$ cat config.mk
export PLATFORM = sky130hd
export DESIGN_NAME = rib_arbiter_flat
export DESIGN_NICKNAME = d
export VERILOG_FILES = /design/src/rtl/rib_arbiter_if.sv /design/src/rtl/rib_arbiter.sv /design/src/flat_wrapper.sv
export SDC_FILE = /design/constraint.sdc
export NUM_CORES = 1
export LEC_CHECK = 0
export ABC_AREA = 1
export CELL_PAD_IN_SITES_DETAIL_PLACEMENT = 1
export CELL_PAD_IN_SITES_GLOBAL_PLACEMENT = 2
export CORE_MARGIN = 8
export CORE_UTILIZATION = 28
export DETAILED_ROUTE_END_ITERATION = 6
export PLACE_DENSITY_LB_ADDON = 0.25
export SETUP_SLACK_MARGIN = 0.15
export SLEW_MARGIN = 20
export SYNTH_ARGS = -nofsm -noshare
export SYNTH_HDL_FRONTEND = slang
export SYNTH_SLANG_ARGS = --single-unit
$ cat constraint.sdc
create_clock -name clk -period 2.6 [get_ports clk]
set_input_delay 0.52 -clock clk [delete_from_list [all_inputs] [get_ports clk]]
set_output_delay 0.52 -clock clk [all_outputs]
set_load 0.03 [all_outputs]
$ cat src/rtl/rib_arbiter_if.sv
// ----------------------------------------------------------------------------
// rib_arbiter_if -- request/grant bundle between the RIB bus masters and the
// round-robin arbiter.
//
// Signals:
//   req_i       [NUM_MASTERS-1:0]  per-master request, held for the transaction
//   gnt_o       [NUM_MASTERS-1:0]  registered one-hot grant (zero when no owner)
//   gnt_id_o    [1:0]              index of the current owner (0 when no owner)
//   gnt_vld_o                      high while any master owns the bus
//   hold_flag_o                    core stall request
//   timeout_o                      one-cycle pulse on a forced release
//
// Modports:
//   master -- the requesting side (drives req_i)
//   slave  -- the arbiter (drives grant/status)
// ----------------------------------------------------------------------------
interface rib_arbiter_if #(
  parameter int NUM_MASTERS = 4
);
  logic [NUM_MASTERS-1:0] req_i;
  logic [NUM_MASTERS-1:0] gnt_o;
  logic [1:0]             gnt_id_o;
  logic                   gnt_vld_o;
  logic                   hold_flag_o;
  logic                   timeout_o;

  modport master (
    output req_i,
    input  gnt_o, gnt_id_o, gnt_vld_o, hold_flag_o, timeout_o
  );

  modport slave (
    input  req_i,
    output gnt_o, gnt_id_o, gnt_vld_o, hold_flag_o, timeout_o
  );
endinterface

$ cat src/rtl/rib_arbiter.sv
// ----------------------------------------------------------------------------
// rib_arbiter -- round-robin owner arbiter for the RIB bus.
//
// Masters: 0 = core EX, 1 = core PC, 2 = JTAG, 3 = UART debug.
// A master that wins keeps the bus for as long as its request stays high;
// when it drops, the pointer moves just past it and the grant passes to the
// next requester on the same edge (no idle cycle), or the arbiter goes idle.
//
// Ports:
//   clk  -- single clock, rising edge
//   rst  -- asynchronous, active-low reset
//   bus  -- rib_arbiter_if.slave (req_i in; gnt_o, gnt_id_o, gnt_vld_o,
//           hold_flag_o, timeout_o out)
//
// Parameters:
//   NUM_MASTERS    -- number of arbitrated masters (default 4)
//   TIMEOUT_CYCLES -- owned-cycle limit before a forced release (default 255)
//
// Build option:
//   RIB_ARB_TIMEOUT_EN -- when defined, an owned-cycle counter forces the
//   owner off the bus after TIMEOUT_CYCLES cycles if someone else is waiting,
//   and timeout_o pulses for that release. When undefined, timeout_o is tied
//   low and ownership ends only when the owner drops its request.
// ----------------------------------------------------------------------------
module rib_arbiter #(
  parameter int NUM_MASTERS    = 4,
  parameter int TIMEOUT_CYCLES = 255
) (
  input  logic         clk,
  input  logic         rst,
  rib_arbiter_if.slave bus
);

  localparam int IDX_W = 2;

  typedef enum logic {
    ST_IDLE = 1'b0,
    ST_BUSY = 1'b1
  } state_t;

  state_t                 r_state;
  logic [NUM_MASTERS-1:0] r_gnt;
  logic [IDX_W-1:0]       r_owner;
  logic [IDX_W-1:0]       r_rr_ptr;
  logic                   r_gnt_vld;

  logic [NUM_MASTERS-1:0] w_other;
  logic                   w_owner_req;
  logic                   w_force;
  logic                   w_release;
  logic [IDX_W-1:0]       w_next_ptr;
  logic [IDX_W-1:0]       w_idle_pick;
  logic [IDX_W-1:0]       w_busy_pick;

  // First set bit of mask at or after ptr, searching upward with wrap.
  function automatic logic [IDX_W-1:0] f_rr_pick(
    input logic [NUM_MASTERS-1:0] mask,
    input logic [IDX_W-1:0]       ptr
  );
    logic [IDX_W-1:0] pick;
    logic [IDX_W-1:0] cand;
    logic             found;
    pick  = '0;
    found = 1'b0;
    for (int k = 0; k < NUM_MASTERS; k++) begin
      cand = IDX_W'((int'(ptr) + k) % NUM_MASTERS);
      if (!found && mask[cand]) begin
        found = 1'b1;
        pick  = cand;
      end
    end
    return pick;
  endfunction

  function automatic logic [NUM_MASTERS-1:0] f_onehot(input logic [IDX_W-1:0] idx);
    logic [NUM_MASTERS-1:0] v;
    v      = '0;
    v[idx] = 1'b1;
    return v;
  endfunction

  function automatic logic [IDX_W-1:0] f_next_ptr(input logic [IDX_W-1:0] owner);
    if (int'(owner) == NUM_MASTERS - 1) return '0;
    else                                return owner + 1'b1;
  endfunction

`ifdef RIB_ARB_TIMEOUT_EN
  localparam int CNT_W = $clog2(TIMEOUT_CYCLES + 1);

  logic [CNT_W-1:0] r_cnt;
  logic             r_timeout;

  function automatic logic [CNT_W-1:0] f_sat_inc(input logic [CNT_W-1:0] cnt);
    if (cnt == CNT_W'(TIMEOUT_CYCLES)) return cnt;
    else                               return cnt + 1'b1;
  endfunction

  // Force only when someone else is waiting; a lone owner keeps the bus.
  assign w_force = (r_state == ST_BUSY) && (r_cnt == CNT_W'(TIMEOUT_CYCLES)) && (|w_other);
`else
  logic w_unused_cfg;
  assign w_unused_cfg = (TIMEOUT_CYCLES > 0);
  assign w_force      = 1'b0;
`endif

  always_comb begin
    w_owner_req = bus.req_i[r_owner];
    // Exclude the current owner so a drop-and-reraise cannot win again
    // ahead of others; the advanced pointer already puts it last.
    w_other     = bus.req_i & ~r_gnt;
    w_release   = (r_state == ST_BUSY) && (!w_owner_req || w_force);
    w_next_ptr  = f_next_ptr(r_owner);
    w_idle_pick = f_rr_pick(bus.req_i, r_rr_ptr);
    w_busy_pick = f_rr_pick(w_other, w_next_ptr);
  end

  always_ff @(posedge clk or negedge rst) begin
    if (!rst) begin
      r_state   <= ST_IDLE;
      r_gnt     <= '0;
      r_owner   <= '0;
      r_rr_ptr  <= '0;
      r_gnt_vld <= 1'b0;
`ifdef RIB_ARB_TIMEOUT_EN
      r_cnt     <= '0;
      r_timeout <= 1'b0;
`endif
    end else begin
`ifdef RIB_ARB_TIMEOUT_EN
      r_timeout <= 1'b0;
`endif
      case (r_state)
        ST_IDLE: begin
          if (|bus.req_i) begin
            r_state   <= ST_BUSY;
            r_gnt     <= f_onehot(w_idle_pick);
            r_owner   <= w_idle_pick;
            r_gnt_vld <= 1'b1;
`ifdef RIB_ARB_TIMEOUT_EN
            r_cnt     <= CNT_W'(1);
`endif
          end
        end
        ST_BUSY: begin
          if (w_release) begin
            r_rr_ptr <= w_next_ptr;
            if (|w_other) begin
              // Direct hand-over, no idle cycle in between.
              r_gnt     <= f_onehot(w_busy_pick);
              r_owner   <= w_busy_pick;
`ifdef RIB_ARB_TIMEOUT_EN
              r_cnt     <= CNT_W'(1);
              r_timeout <= w_force && w_owner_req;
`endif
            end else begin
              r_state   <= ST_IDLE;
              r_gnt     <= '0;
              r_owner   <= '0;
              r_gnt_vld <= 1'b0;
`ifdef RIB_ARB_TIMEOUT_EN
              r_cnt     <= '0;
`endif
            end
          end else begin
`ifdef RIB_ARB_TIMEOUT_EN
            r_cnt <= f_sat_inc(r_cnt);
`endif
          end
        end
        default: r_state <= ST_IDLE;
      endcase
    end
  end

  assign bus.gnt_o     = r_gnt;
  assign bus.gnt_id_o  = r_owner;
  assign bus.gnt_vld_o = r_gnt_vld;

  // Core stalls while a debug master owns the bus, or while EX is asking
  // and has not been granted yet.
  assign bus.hold_flag_o = (r_gnt_vld && (r_owner >= 2'd2)) ||
                           (bus.req_i[0] && !r_gnt[0]);

`ifdef RIB_ARB_TIMEOUT_EN
  assign bus.timeout_o = r_timeout;
`else
  assign bus.timeout_o = 1'b0;
`endif

endmodule

$ cat src/flat_wrapper.sv
// flat-port wrapper written by rule: the top's interface ports become plain ports
module rib_arbiter_flat 
#(
  parameter int NUM_MASTERS    = 4,
  parameter int TIMEOUT_CYCLES = 255
)
  (clk, rst, bus_req_i, bus_gnt_o, bus_gnt_id_o, bus_gnt_vld_o, bus_hold_flag_o, bus_timeout_o);
  rib_arbiter_if #(.NUM_MASTERS(NUM_MASTERS)) bus_i ();
  input  logic clk;
  input  logic rst;
  input wire logic [$bits(bus_i.req_i)-1:0] bus_req_i;
  output wire logic [$bits(bus_i.gnt_o)-1:0] bus_gnt_o;
  output wire logic [$bits(bus_i.gnt_id_o)-1:0] bus_gnt_id_o;
  output wire logic [$bits(bus_i.gnt_vld_o)-1:0] bus_gnt_vld_o;
  output wire logic [$bits(bus_i.hold_flag_o)-1:0] bus_hold_flag_o;
  output wire logic [$bits(bus_i.timeout_o)-1:0] bus_timeout_o;
  assign bus_i.req_i = bus_req_i;
  assign bus_gnt_o = bus_i.gnt_o;
  assign bus_gnt_id_o = bus_i.gnt_id_o;
  assign bus_gnt_vld_o = bus_i.gnt_vld_o;
  assign bus_hold_flag_o = bus_i.hold_flag_o;
  assign bus_timeout_o = bus_i.timeout_o;
  rib_arbiter #(.NUM_MASTERS(NUM_MASTERS), .TIMEOUT_CYCLES(TIMEOUT_CYCLES)) u_core (.clk(clk), .rst(rst), .bus(bus_i));
endmodule
==> results of run 1 <==
-- Yosys cell counts, types with 2 or more instances --
library cell | number | area share
sky130_fd_sc_hd__o21ai_0 | 6 | 0.026
sky130_fd_sc_hd__nand2_1 | 81 | 0.26
sky130_fd_sc_hd__nand2_2 | 13 | 0.070
sky130_fd_sc_hd__inv_1 | 18 | 0.058
sky130_fd_sc_hd__nand3_2 | 4 | 0.034
sky130_fd_sc_hd__nor2_1 | 22 | 0.071
sky130_fd_sc_hd__and2_1 | 2 | 0.011
sky130_fd_sc_hd__a21oi_1 | 8 | 0.034
sky130_fd_sc_hd__a21oi_2 | 2 | 0.015
sky130_fd_sc_hd__buf_4 | 2 | 0.013
sky130_fd_sc_hd__nand4_1 | 2 | 0.011
sky130_fd_sc_hd__o21ai_1 | 2 | 0.0086
sky130_fd_sc_hd__nor2_4 | 3 | 0.029
sky130_fd_sc_hd__dfrtp_1 | 10 | 0.21
sky130_fd_sc_hd__ha_1 | 2 | 0.021
sky130_fd_sc_hd__nand3_1 | 11 | 0.047
sky130_fd_sc_hd__nand2_4 | 2 | 0.019
sky130_fd_sc_hd__nor2_2 | 2 | 0.011
-- layout make-up --
type | instances | area, um2
timing repair buffer | 17 | 162.7
clock buffer | 4 | 55.05
inverter | 20 | 75.07
fill | 530 | 2566
multi-input combinational | 169 | 828.3
tap | 50 | 62.56
sequential | 10 | 250.2
-- worst max-delay path by stage --
stage,startpoint,depth (start not counted),to,slack (ns)
2_1_floorplan,u_core.bus.gnt_id_o[0]$_DFFE_PN0P_,15,u_core.bus.gnt_o[0]$_DFFE_PN0P_,0.47
3_3_place_gp,bus_req_i[0],4,bus_hold_flag_o,0.23
5_1_grt,bus_req_i[2],13,u_core.bus.gnt_o[0]$_DFFE_PN0P_,0.25
3_5_place_dp,bus_req_i[0],4,bus_hold_flag_o,0.20
4_1_cts,bus_req_i[0],4,bus_hold_flag_o,0.20
6_report,u_core.bus.gnt_id_o[1]$_DFFE_PN0P_,14,u_core.bus.gnt_o[0]$_DFFE_PN0P_,0.46
-- state kept, by name, indices dropped and copies added, names as in the netlist --
| register | flops |
|---|---|
| u_core.bus.gnt_o | 4 |
| u_core.bus.gnt_id_o | 2 |
| u_core.r_rr_ptr | 2 |
| u_core.bus.gnt_vld_o | 1 |
| u_core.r_state | 1 |
-- cells by family after synthesis --
logic type	after synthesis	synth area share
and+or+nand+nor	144	0.5728
adders and majority gates	2	0.02141
AOI/OAI and AO/OA	22	0.1114
DFF	10	0.2141
buffers and inverters	22	0.07707
other	1	0.003209
-- layer usage --
metal,vias up,track usage,wire (um)
met4,0,0.02182,10
li1,669,-,-
met3,2,0.01897,162
met2,20,0.2149,1790
met5,-,0,0
met1,634,0.1694,1930
-- stage by stage --
step / setup WS, ns / area [um2] / hold WS (ns) / utilization
global placement: 0.2281 / 1376 / 0.5350 / 0.3441
detailed placement: 0.2032 / 1376 / 0.5701 / 0.3441
global route: 0.2500 / 1434 / 0.6394 / 0.3585
finish: 0.4609 / 1434 / 0.5872 / 0.3585
CTS: 0.1991 / 1431 / 0.5812 / 0.3578
floorplan: 0.4717 / 1169 / 0.2244 / -
-- critical path, stage by stage, from the launching register on --
cell and delay [ns]:
sky130_fd_sc_hd__dfrtp_1 0.43, sky130_fd_sc_hd__ha_1 0.47, sky130_fd_sc_hd__inv_1 0.16, sky130_fd_sc_hd__nand2_1 0.11
sky130_fd_sc_hd__nand2_2 0.09, sky130_fd_sc_hd__nand2_1 0.10, sky130_fd_sc_hd__nand2_1 0.09, sky130_fd_sc_hd__nor2_4 0.10
sky130_fd_sc_hd__nand2_2 0.06, sky130_fd_sc_hd__nand2_2 0.08, sky130_fd_sc_hd__nand2_1 0.07, sky130_fd_sc_hd__nand3_1 0.10
sky130_fd_sc_hd__nand2_1 0.06, sky130_fd_sc_hd__nand2_1 0.06, sky130_fd_sc_hd__nand2_1 0.05
==> results.sh, run 1 <==
export IMPL_num_antenna_cells=0
export IMPL_first_iter_violations=47
export IMPL_worst_r2r_cell_count=14
export IMPL_final_cell_count_no_fill=270
export IMPL_drt_vias_per_instance=4.907
export IMPL_clkSinkCount=10
export IMPL_wirelength_um=3894
export IMPL_timing_critical_path_required_ns=2.73
export IMPL_mostFrequentLayoutCell="sky130_fd_sc_hd__nand2_1"
export IMPL_finClkSkew_ns=0.001345
export IMPL_design_core_area_mm2=0.004000
export IMPL_fp_dieH_um=80.61
export IMPL_max_cap_violations=0
export IMPL_dp_cells=266
export IMPL_grt_start_max_net_pins=13
export IMPL_num_rows=23
export IMPL_r2r_start="u_core.bus.gnt_id_o[1]$_DFFE_PN0P_"
export IMPL_slew_violations=0
export IMPL_synth_cells=201
export IMPL_wire_length_of_the_first_global_routing_pass_um=6734
export IMPL_synth_fp_nets=209
export IMPL_ys_async_sr_fraction=1.000
export IMPL_timing_worst_slew_pin_value_ns=0.4970
export IMPL_yosysSeqAreaShare=0.2141
export IMPL_synth_seq_cells=10
export IMPL_synthesis_area_mm2=0.001169
export IMPL_design_die_area_mm2=0.006497
export IMPL_buffer_ports_inserted=13
export IMPL_hold_violations=0
export IMPL_post_synth_cell_area_avg_um2=5.814
export IMPL_commonest_cells_after_routing_fill_and_taps_aside="sky130_fd_sc_hd__nand2_1 (81), sky130_fd_sc_hd__nor2_1 (22), sky130_fd_sc_hd__inv_1 (18)"
export IMPL_remaining_drc_errors=0
export IMPL_worstSkewPairLatency_ns=0.23
export IMPL_detailedPlacementHpwl_um=3263
export IMPL_layout_drive_gt1_share=0.1682
export IMPL_synth_enable_flop_cells=0
export IMPL_end_of_the_worst_register_to_register_path="u_core.bus.gnt_o[0]$_DFFE_PN0P_"
export IMPL_grt_util_all_layers=0.1282
export IMPL_syn_to_final_growth_pct=22.70
export IMPL_number_of_warnings_reported_in_the_yosys_synthesis_log=0
export IMPL_gr_overflow_total=0
export IMPL_max_transition_margin=0.6676
export IMPL_gp_routability_congestion=0.8360
export IMPL_floorplan_initialDensity=0.2921
export IMPL_drt_first_pass_iters=4
export IMPL_h_tree_depth=1
export IMPL_number_of_global_route_vias_before_repair=1433
export IMPL_cts_tree="done"
export IMPL_hold_depth=2
export IMPL_wl_per_cell_um=14.42
export IMPL_finalCritPeriodShare=0.8227
export IMPL_post_cts_buffers=0
export IMPL_antenna_violations_before_repair=0
export IMPL_critPathLaunchType="flop"
export IMPL_vias=1325
export IMPL_boundaryPins=15
export IMPL_rsz_0062_raised_after_global_routing="no"
export IMPL_timing_critical_path_arrival_ns=2.26
export IMPL_hold_buffers=0
export IMPL_postRouteAntennaNets=0
export IMPL_fin_setup_tns_ns=0
export IMPL_clk_transition_reported_paths_ns=0.05
export IMPL_hp_start="u_core.bus.gnt_vld_o$_DFFE_PN0P_"
export IMPL_setup_viol_count_final=0
export IMPL_numCtsBuffers=3
export IMPL_die_width_um=80.61
export IMPL_clock_tree_root_cell="sky130_fd_sc_hd__clkbuf_8"
export IMPL_post_route_min_period_ns=2.139
export IMPL_hp_class="flop to flop"
export IMPL_cts_resized_gates=0
export IMPL_whs_endpoint="u_core.bus.gnt_vld_o$_DFFE_PN0P_"
export IMPL_outcome="finished, final reports clean"
export IMPL_rrSetupSlack_ns=0.46
export IMPL_path_class="flop to flop"
export IMPL_nets=229
export IMPL_clock_fmax_mhz=467.5
export IMPL_clock_path_buffers=2
export IMPL_yosys_most_used_dff="sky130_fd_sc_hd__dfrtp_1"
export IMPL_endpoint_kind="flop"
export IMPL_netlist_cell_type_count=27
export IMPL_worstPathMaxFanout=7
Power of run 1 is left out: the tool's default activity adds up to more than one toggle a clock period on the data nets, which glitch-free logic cannot reach.
==> run 2, diff against run 1 <==
Clock period 2.6 ns to 2.2 ns, I/O delays scaled along.
==> run 2 against run 1 <==
Against the previous run: sequential share of layout area decreased by 1.8 points; via count increased by 3.9%; worst hold slack got worse by 0.056 ns; routed wire length increased by 7.3%; global-route usage increased by 0.13 points; cell count increased by 5.9%; register-to-register slack got worse by 0.19 ns; critical path type is now flop to output port; largest cell class unchanged; highest routed layer unchanged.
==> results.sh, run 2 (synthesis results as in run 1) <==
export IMPL_detailedPlacementHpwl_um=3314
export IMPL_dp_cells=274
export IMPL_endpoint_kind="output port"
export IMPL_setup_viol_count_final=0
export IMPL_drt_first_pass_iters=4
export IMPL_clock_tree_root_cell="sky130_fd_sc_hd__clkbuf_8"
export IMPL_hp_class="input port to asynchronous set/reset pin"
export IMPL_placement_cell_area_mm2=0.001435
export IMPL_num_rows=23
export IMPL_clk_transition_reported_paths_ns=0.05
export IMPL_first_iter_violations=94
export IMPL_syn_to_final_growth_pct=37.79
export IMPL_clock_fmax_mhz=510.8
export IMPL_fin_area_mm2=0.001610
export IMPL_path_class="flop to output port"
export IMPL_finClkSkew_ns=0.003143
export IMPL_critPathLaunchType="flop"
export IMPL_grt_start_max_net_pins=11
export IMPL_h_tree_depth=1
export IMPL_gr_overflow_total=0
export IMPL_cts_tree="done"
export IMPL_mostFrequentLayoutCell="sky130_fd_sc_hd__nand2_1"
export IMPL_rsz_0062_raised_after_global_routing="no"
export IMPL_crit_path_cell_trace="buf_4 > clkdlybuf4s50_1"
export IMPL_finalCritPeriodShare=0.8899
export IMPL_drt_vias_per_instance=4.815
export IMPL_hold_buffers=0
export IMPL_antenna_violations_before_repair=0
export IMPL_floorplan_initialDensity=0.2921
export IMPL_clkSinkCount=10
export IMPL_area_sequential_um2=252.7
export IMPL_post_place_ws_ns=-0.08573
export IMPL_wirelength_um=4177
export IMPL_filler_cell_count=533
export IMPL_largest_register_ffs=4
export IMPL_timing_critical_path_required_ns=1.76
export IMPL_number_of_global_route_vias_before_repair=1404
export IMPL_buffer_ports_inserted=13
export IMPL_clock_path_buffers=2
export IMPL_worstPathMaxFanout=4
export IMPL_layout_drive_gt1_share=0.2966
export IMPL_numCtsBuffers=3
export IMPL_hold_violations=0
export IMPL_nets=245
export IMPL_max_cap_violations=0
export IMPL_multiInputGateArea_um2=877.1
export IMPL_boundaryPins=15
export IMPL_gp_routability_congestion=0.8915
export IMPL_postRouteAntennaNets=0
export IMPL_vias=1377
export IMPL_wire_length_of_the_first_global_routing_pass_um=6762
export IMPL_final_cell_count_no_fill=286
export IMPL_utilization=0.4026
export IMPL_design_core_area_mm2=0.004000
export IMPL_slowest_delay_ns=0.67
export IMPL_remaining_drc_errors=0
export IMPL_worstSkewPairLatency_ns=0.24
export IMPL_post_route_min_period_ns=1.958
export IMPL_outcome="finished, final reports clean"
export IMPL_num_antenna_cells=0
export IMPL_slew_violations=0
export IMPL_finalWorstSetupSlack_ns=0.2421
export IMPL_wl_per_cell_um=14.60
export IMPL_die_width_um=80.61
export IMPL_grt_util_all_layers=0.1295
export IMPL_commonest_cells_after_routing_fill_and_taps_aside="sky130_fd_sc_hd__nand2_1 (79), sky130_fd_sc_hd__buf_4 (21), sky130_fd_sc_hd__nor2_1 (19)"
export IMPL_worst_path_max_delay_cell="sky130_fd_sc_hd__clkdlybuf4s50_1"
export IMPL_design_die_area_mm2=0.006497
export IMPL_timing_critical_path_arrival_ns=1.52
export IMPL_fp_dieH_um=80.61
-- run 2: changes by cell type in the layout (fill, tap and decap cells not counted), moves of 3 or more --
cell                              before  now
sky130_fd_sc_hd__inv_2                 1    5
sky130_fd_sc_hd__clkdlybuf4s50_1      12    8
sky130_fd_sc_hd__inv_1                18   14
sky130_fd_sc_hd__nor2_1               22   19
sky130_fd_sc_hd__dlymetal6s2s_1        1    4
sky130_fd_sc_hd__buf_4                 4   21
sky130_fd_sc_hd__nor2_2                2    5
-- run 2: metal layers --
layer / part of all wire / GRT usage / up-vias
li1: - / - / 700
met1: 0.50 / 0.1750 / 655
met2: 0.45 / 0.2045 / 18
met3: 0.043 / 0.03348 / 4
met4: 0.0048 / 0.01636 / 0
met5: 0 / 0 / -
-- run 2: through the flow --
step / hold slack (ns) / setup TNS (ns)
after detailed placement: 0.5551 / -0.3189
final: 0.5316 / 0
after CTS: 0.5372 / 0
after global routing: 0.5507 / 0
after global placement: 0.5343 / -0.1166
after floorplan: 0.1444 / 0
-- run 2: final timing paths --
path                                                     from                            endpoint  cells past startpoint  slack [ns]
min in group clk             u_core.bus.gnt_vld_o$_DFFE_PN0P_    u_core.bus.gnt_vld_o$_DFFE_PN0P_                      2        0.57
min reg2reg                  u_core.bus.gnt_vld_o$_DFFE_PN0P_    u_core.bus.gnt_vld_o$_DFFE_PN0P_                      2        0.57
max in group asynchronous                                 rst  u_core.bus.gnt_id_o[1]$_DFFE_PN0P_                      1        1.31
min                                                       rst     u_core.bus.gnt_o[0]$_DFFE_PN0P_                      1        0.53
max                        u_core.bus.gnt_id_o[1]$_DFFE_PN0P_                     bus_gnt_id_o[1]                      2        0.24
max reg2reg                u_core.bus.gnt_id_o[1]$_DFFE_PN0P_     u_core.bus.gnt_o[0]$_DFFE_PN0P_                     14        0.27
-- run 2: area by class of cell --
type | instances | area share
multi-input combinational | 169 | 0.5447
sequential | 10 | 0.1570
timing repair buffer | 33 | 0.1787
tap | 50 | 0.03885
clock buffer | 4 | 0.03419
inverter | 20 | 0.04662
-- run 2: what timing repair did --
item,CTS,global route
gates cloned,0,0
resized for setup,1,21
setup endpoints to repair,2,6
pin swaps,0,5
setup buffers,0,8
-- run 2: worst max-delay path: cells and delay by family (launching register included) --
family / cells / cell delay [ns]
buffers and inverters: 2 / 0.84
flip-flops: 1 / 0.45
Power of run 2 is left out for the same reason.
==> patch 1, RTL diff (settings of run 2) <==
Build with the macro `RIB_ARB_TIMEOUT_EN` defined.
--- a/src/rtl/rib_arbiter.sv
+++ b/src/rtl/rib_arbiter.sv
@@ -22,6 +22,8 @@
 //   and timeout_o pulses for that release. When undefined, timeout_o is tied
 //   low and ownership ends only when the owner drops its request.
 // ----------------------------------------------------------------------------
+`define RIB_ARB_TIMEOUT_EN
+
 module rib_arbiter #(
   parameter int NUM_MASTERS    = 4,
   parameter int TIMEOUT_CYCLES = 255
Check against the original RTL: no difference found for any inputs over 4 cycles, from zero or initial values and one cycle with rst low; that may be too few to reach the edited logic, so the function may still have changed.
==> patch 1 against run 2 <==
- routed wire length increased by 31%
- synthesized area increased by 47%
- highest routed layer unchanged
- clock skew increased by 0.0025 ns
- sequential cell count increased by 9
- setup slack got worse by 0.0014 ns
- critical endpoint unchanged
- fmax about the same
- final area increased by 42%
==> patch 1: results (changes against run 2) <==
----------------------------------------------------
[CTS]
  Clock slew seen by the registers of the worst setup and hold paths ... 0.08 ns (+0.03 ns)

[Global route]
  Maximum number of pins on one net before global-route repair ... 20 (+9)
  Global Route met2 Usage ... 21.3% (+0.81 points)
  Met1 track demand over resource in global routing ... 16.5% (-0.97 points)
  Global router's overall resource usage ... 12.8% (-0.10 points)
  Met3 GRT Util ... 1.84% (-1.5 points)

[Critical path]
  Depth of the worst register-to-register path ... 13 (-1)

[Layout]
  Number of inserted diodes ... 0 (unchanged)
  Core occupancy in the finished layout ... 38.6% (-1.7 points)
  Flip-flop count of the largest register after layout ... 8 (+4)
  Fraction of final layout cells sized beyond drive strength 1 ... 28.4% (-1.3 points)
  Final Net Count ... 327 (+33%)

[Timing]
  Final Skew ... 0.00567 ns (+0.00253 ns)

[Yosys]
  Gate count of the mapped netlist ... 272 (+35%)
  Ranking of synthesized cells by area ... dfrtp_1, nand2_1, inv_1
  Synthesized netlist net count ... 281 (+34%)
  Proportion of synthesized chip area in sequential cells ... 27.8% (+6.3 points)

[Placement]
  Quantity of I/O buffers inserted on ports ... 14 (+1)
  Cell Count Post-Placement ... 385 (+41%)
  Placement Setup Slack ... -0.138 ns (-0.0518 ns)
  Placed wire-length estimate ... 4.33 mm (+31%)

[Routing]
  Vias/cell ... 4.60 (-4.4%)
  Wire per inst ... 14.0 um (-4.1%)

[Outcome]
  Run status ... finished, final reports clean

[Worst hold path]
  Hold/Removal Path Class ... input pin to async pin

----------------------------------------------------
[patch 1: cell count changes in the layout (fill, tap and decap cells not counted), sizes merged, moves of 2 or more]
cell and delta:
and2 -2, nand3b +4, nand3 +8, nor2 +5, buf +9, o21ai +7, inv +12, nand4 +2
xor2 +3, dfrtp +9, nand2 +23
[patch 1: layout make-up]
class | instances | area, um^2
multi-input cells | 220 | 1170
repair buffers | 43 | 378
clock inverters | 1 | 5.00
clock buffers | 3 | 41.3
inverters | 31 | 116
well taps | 75 | 93.8
fillers | 786 | 3640
flip-flops and latches | 19 | 478
[patch 1: repair_timing]
| item | in CTS | in global routing |
|---|---|---|
| resized for setup | 1 | 27 |
| hold buffers | 0 | 0 |
| pin swaps | 0 | 7 |
| buffers inserted | 0 | 2 |
| setup endpoints to repair | 1 | 9 |
| cloned | 0 | 1 |
[patch 1: cells by family after synthesis]
family / synth area share [%]
AND/OR/NAND/NOR: 50.7
buffers and inverters: 8.55
AO/OA/AOI/OAI: 8.77
flip-flops: 27.8
XOR/XNOR: 2.05
adder cells (fa/ha/maj): 2.19
[patch 1: report_power, final]
| group | total [W] | switching (W) | internal [W] |
|---|---|---|---|
| Sequential | 0.000673 | 0.000192 | 0.000482 |
| Clock | 0.000254 | 0.000127 | 0.000126 |
| Combinational | 0.00329 | 0.00200 | 0.00128 |
[patch 1: metrics by stage]
stage,hold WS (ns),setup TNS (ns)
6_report,0.506,0
4_1_cts,0.510,0
2_1_floorplan,0.144,0
3_5_place_dp,0.535,-0.326
3_3_place_gp,0.517,-0.317
5_1_grt,0.534,0
[patch 1: critical path, delay by kind of cell, from the launching register on]
family	cells	cell delay [ns]
flip-flops	1	0.43
buffers and inverters	2	0.83
[patch 1: metal layers]
metal	share of wire (%)	up-vias
met4	1.2	0
met5	0	-
met3	3.0	4
met1	50	835
met2	46	18
li1	-	947
[patch 1: how the worst min path moves through the flow]
stage	startpoint	end	slack, ns	cells past startpoint
after floorplan	rst	u_core.bus.gnt_id_o[0]	0.14	0
after CTS	rst	u_core.r_cnt[0]	0.51	2
after global placement	u_core.r_cnt[6]	u_core.r_cnt[6]	0.52	2
after detailed placement	u_core.bus.gnt_vld_o	u_core.bus.gnt_vld_o	0.54	2
after global routing	rst	u_core.r_cnt[0]	0.53	2
final	rst	u_core.r_cnt[6]	0.51	2
==> patch 2, RTL diff (flow settings as in run 2) <==
Without the edit above. Put a register stage on the output `bus.hold_flag_o`. The value now appears one clock later.
--- a/src/rtl/rib_arbiter.sv
+++ b/src/rtl/rib_arbiter.sv
@@ -178,8 +178,9 @@
 
   // Core stalls while a debug master owns the bus, or while EX is asking
   // and has not been granted yet.
-  assign bus.hold_flag_o = (r_gnt_vld && (r_owner >= 2'd2)) ||
-                           (bus.req_i[0] && !r_gnt[0]);
+  always_ff @(posedge clk) begin
+    bus.hold_flag_o <= (r_gnt_vld && (r_owner >= 2'd2)) || (bus.req_i[0] && !r_gnt[0]);
+  end
 
 `ifdef RIB_ARB_TIMEOUT_EN
   assign bus.timeout_o = r_timeout;
Behaviour: not the same (Yosys sat finds a counterexample within 4 cycles, from zero or initial values and one cycle with rst low).
==> patch 2 against run 2 <==
- core utilization grew 0.83 points
- synthesized cell count up 8.0%
- routed wire length increased by 6.4%
- setup slack worse by 0.082 ns
- sequential cell count increased by 1
- hold slack improved by 0.0055 ns
- synthesized area up 5.2%
- final area increased by 9.6%
- sequential share of layout area decreased by 0.16 points
- non-clock buffer count grew 9
- final cell count increased by 9.1%
- critical endpoint is now bus_gnt_id_o[0]
Power is not shown: default switching activity piles up to over one toggle a cycle in this logic, so the estimate is an artifact.
==> patch 2: results (changes against run 2) <==
----------------------------------------------------
[Outcome]
  Run status ... finished, final reports clean

[Critical path]
  Highest-delay cell along the critical path ... clkdlybuf4s50_1
  Arrival time at the worst endpoint ... 1.60 ns (+0.08 ns)
  Worst setup SP type ... flop
  Delay contributed by the slowest stage of the critical path ... around 0.66 ns
  Crit Path Max Fanout ... 5 (+1)

[Yosys]
  Ranking of synthesized cells by area ... nand2_1, dfrtp_1, nand2_2
  Number of warnings reported in the yosys synthesis log ... 0 (unchanged)
  Async set-reset flop share out of synthesis ... 90.9% (-9.1 points)
  Most instantiated cells after synthesis ... nand2_1, nor2_1, inv_1
  Number of distinct standard cells referenced by the synthesized netlist ... 24 (-11%)
  Synthesized netlist net count ... 225 (+7.7%)
  Proportion of synthesized chip area in sequential cells ... 22.0% (+0.56 points)

[Layout]
  Final Net Count ... 269 (+9.8%)
  Flip-flop count of the largest register after layout ... 4 (unchanged)
  Number of fill cells ... 596 (+12%)
  Number of inserted diodes ... 0 (unchanged)
  Fraction of final layout cells sized beyond drive strength 1 ... 30.0% (+0.34 points)

[CTS]
  Number of buffers inserted by hold repair at cts ... 0 (unchanged)
  CTS H-tree depth ... 1 (unchanged)
  Bufs on Longest Clock Path ... 2 (unchanged)
  Clock root cell ... clkbuf_8
  Clock slew seen by the registers of the worst setup and hold paths ... around 0.060 ns
  Clock latency of the later-clocked register in the worst-skew pair ... 0.24 ns (about the same)

[Timing]
  Actual transition at the worst max-transition pin ... between 0.5 and 0.6 ns
  Final Skew ... 0.00796 ns (+0.00482 ns)

[Routing]
  Via count ... 1472 (+6.9%)
  Total length of routed wires ... 4.44 mm (+6.4%)
  Initial DRC Count ... 66 (-30%)

[Global route]
  First-pass GRT wire length ... 7.18 mm (+6.2%)
  Via count of the first global-routing pass ... 1472 (+4.8%)
  Global router's overall resource usage ... 13.6% (+0.66 points)
  Number of antenna violations at the first check in global routing ... 0 (unchanged)
  Maximum number of pins on one net before global-route repair ... 15 (+4)

[Placement]
  Placed wire-length estimate ... 3.37 mm (+1.7%)
  Placer's final routability congestion estimate ... 0.842 (-5.6%)

----------------------------------------------------
-- patch 2: changes by cell type in the layout (fill, tap and decap cells not counted), sizes merged, moves of 2 or more --
| cell | delta |
|---|---|
| buf | +8 |
| and2 | -2 |
| nor2 | -4 |
| a21oi | -2 |
| a21boi | +2 |
| nand2 | +20 |
| o21ai | +2 |
-- patch 2: layer usage --
metal / vias up / wire length (um) / track usage (%)
li1: 764 / - / -
met1: 686 / 2290 / 18.8
met2: 22 / 1960 / 21.3
met3: 0 / 199 / 3.25
met4: 0 / 0 / 1.93
met5: - / 0 / 0
-- patch 2: repair_timing --
item / CTS / global route
setup buffers: 3 / 7
endpoints found under the setup margin: 4 / 6
gates resized for setup: 5 / 27
pin swaps: 1 / 10
-- patch 2: path summary, 6_finish.rpt --
kind                                               end  depth (start not counted)  slack, ns              startpoint
min in group clk                   u_core.bus.gnt_o[2]                          2       0.54     u_core.bus.gnt_o[2]
worst min register to register     u_core.bus.gnt_o[2]                          2       0.54     u_core.bus.gnt_o[2]
worst max-delay path                   bus_gnt_id_o[0]                          3       0.16  u_core.bus.gnt_id_o[0]
worst min-delay path              u_core.bus.gnt_vld_o                          1       0.54                     rst
worst max register to register     u_core.bus.gnt_o[3]                         15       0.27  u_core.bus.gnt_id_o[0]
max in group asynchronous       u_core.bus.gnt_id_o[0]                          1       1.28                     rst
-- patch 2: logic make-up after synthesis --
kind of cell	synth area share (%)
AND/OR/NAND/NOR	58.4
other	0.305
adder cells (fa/ha/maj)	2.03
AO/OA/AOI/OAI	9.66
buffers and inverters	7.63
flip-flops	22.0
-- patch 2: worst max-delay path: cells and delay by family (launching register included) --
| kind | cells | cell delay (ns) |
|---|---|---|
| flip-flops | 1 | 0.46 |
| buffers and inverters | 3 | 0.91 |
-- patch 2: cell type report --
type                            instances  area, um^2  area share, %
Multi-Input combinational cell        184         933           52.9
Timing Repair Buffer                   42         370           21.0
Sequential cell                        11         274           15.5
Inverter                               19        76.3           4.33
Tap cell                               52        65.1           3.69
Clock buffer                            4        45.0           2.55
-- patch 2: through the flow --
step / hold WS (ns) / worst slack [ns] / cell area (um^2) / instances
2_1_floorplan: 0.144 / 0.152 / 1240 / 217
3_3_place_gp: 0.504 / -0.131 / 1550 / 298
3_5_place_dp: 0.524 / -0.175 / 1550 / 298
4_1_cts: 0.537 / 0.153 / 1630 / 305
5_1_grt: 0.565 / 0.109 / 1760 / 312
6_report: 0.537 / 0.160 / 1760 / 312
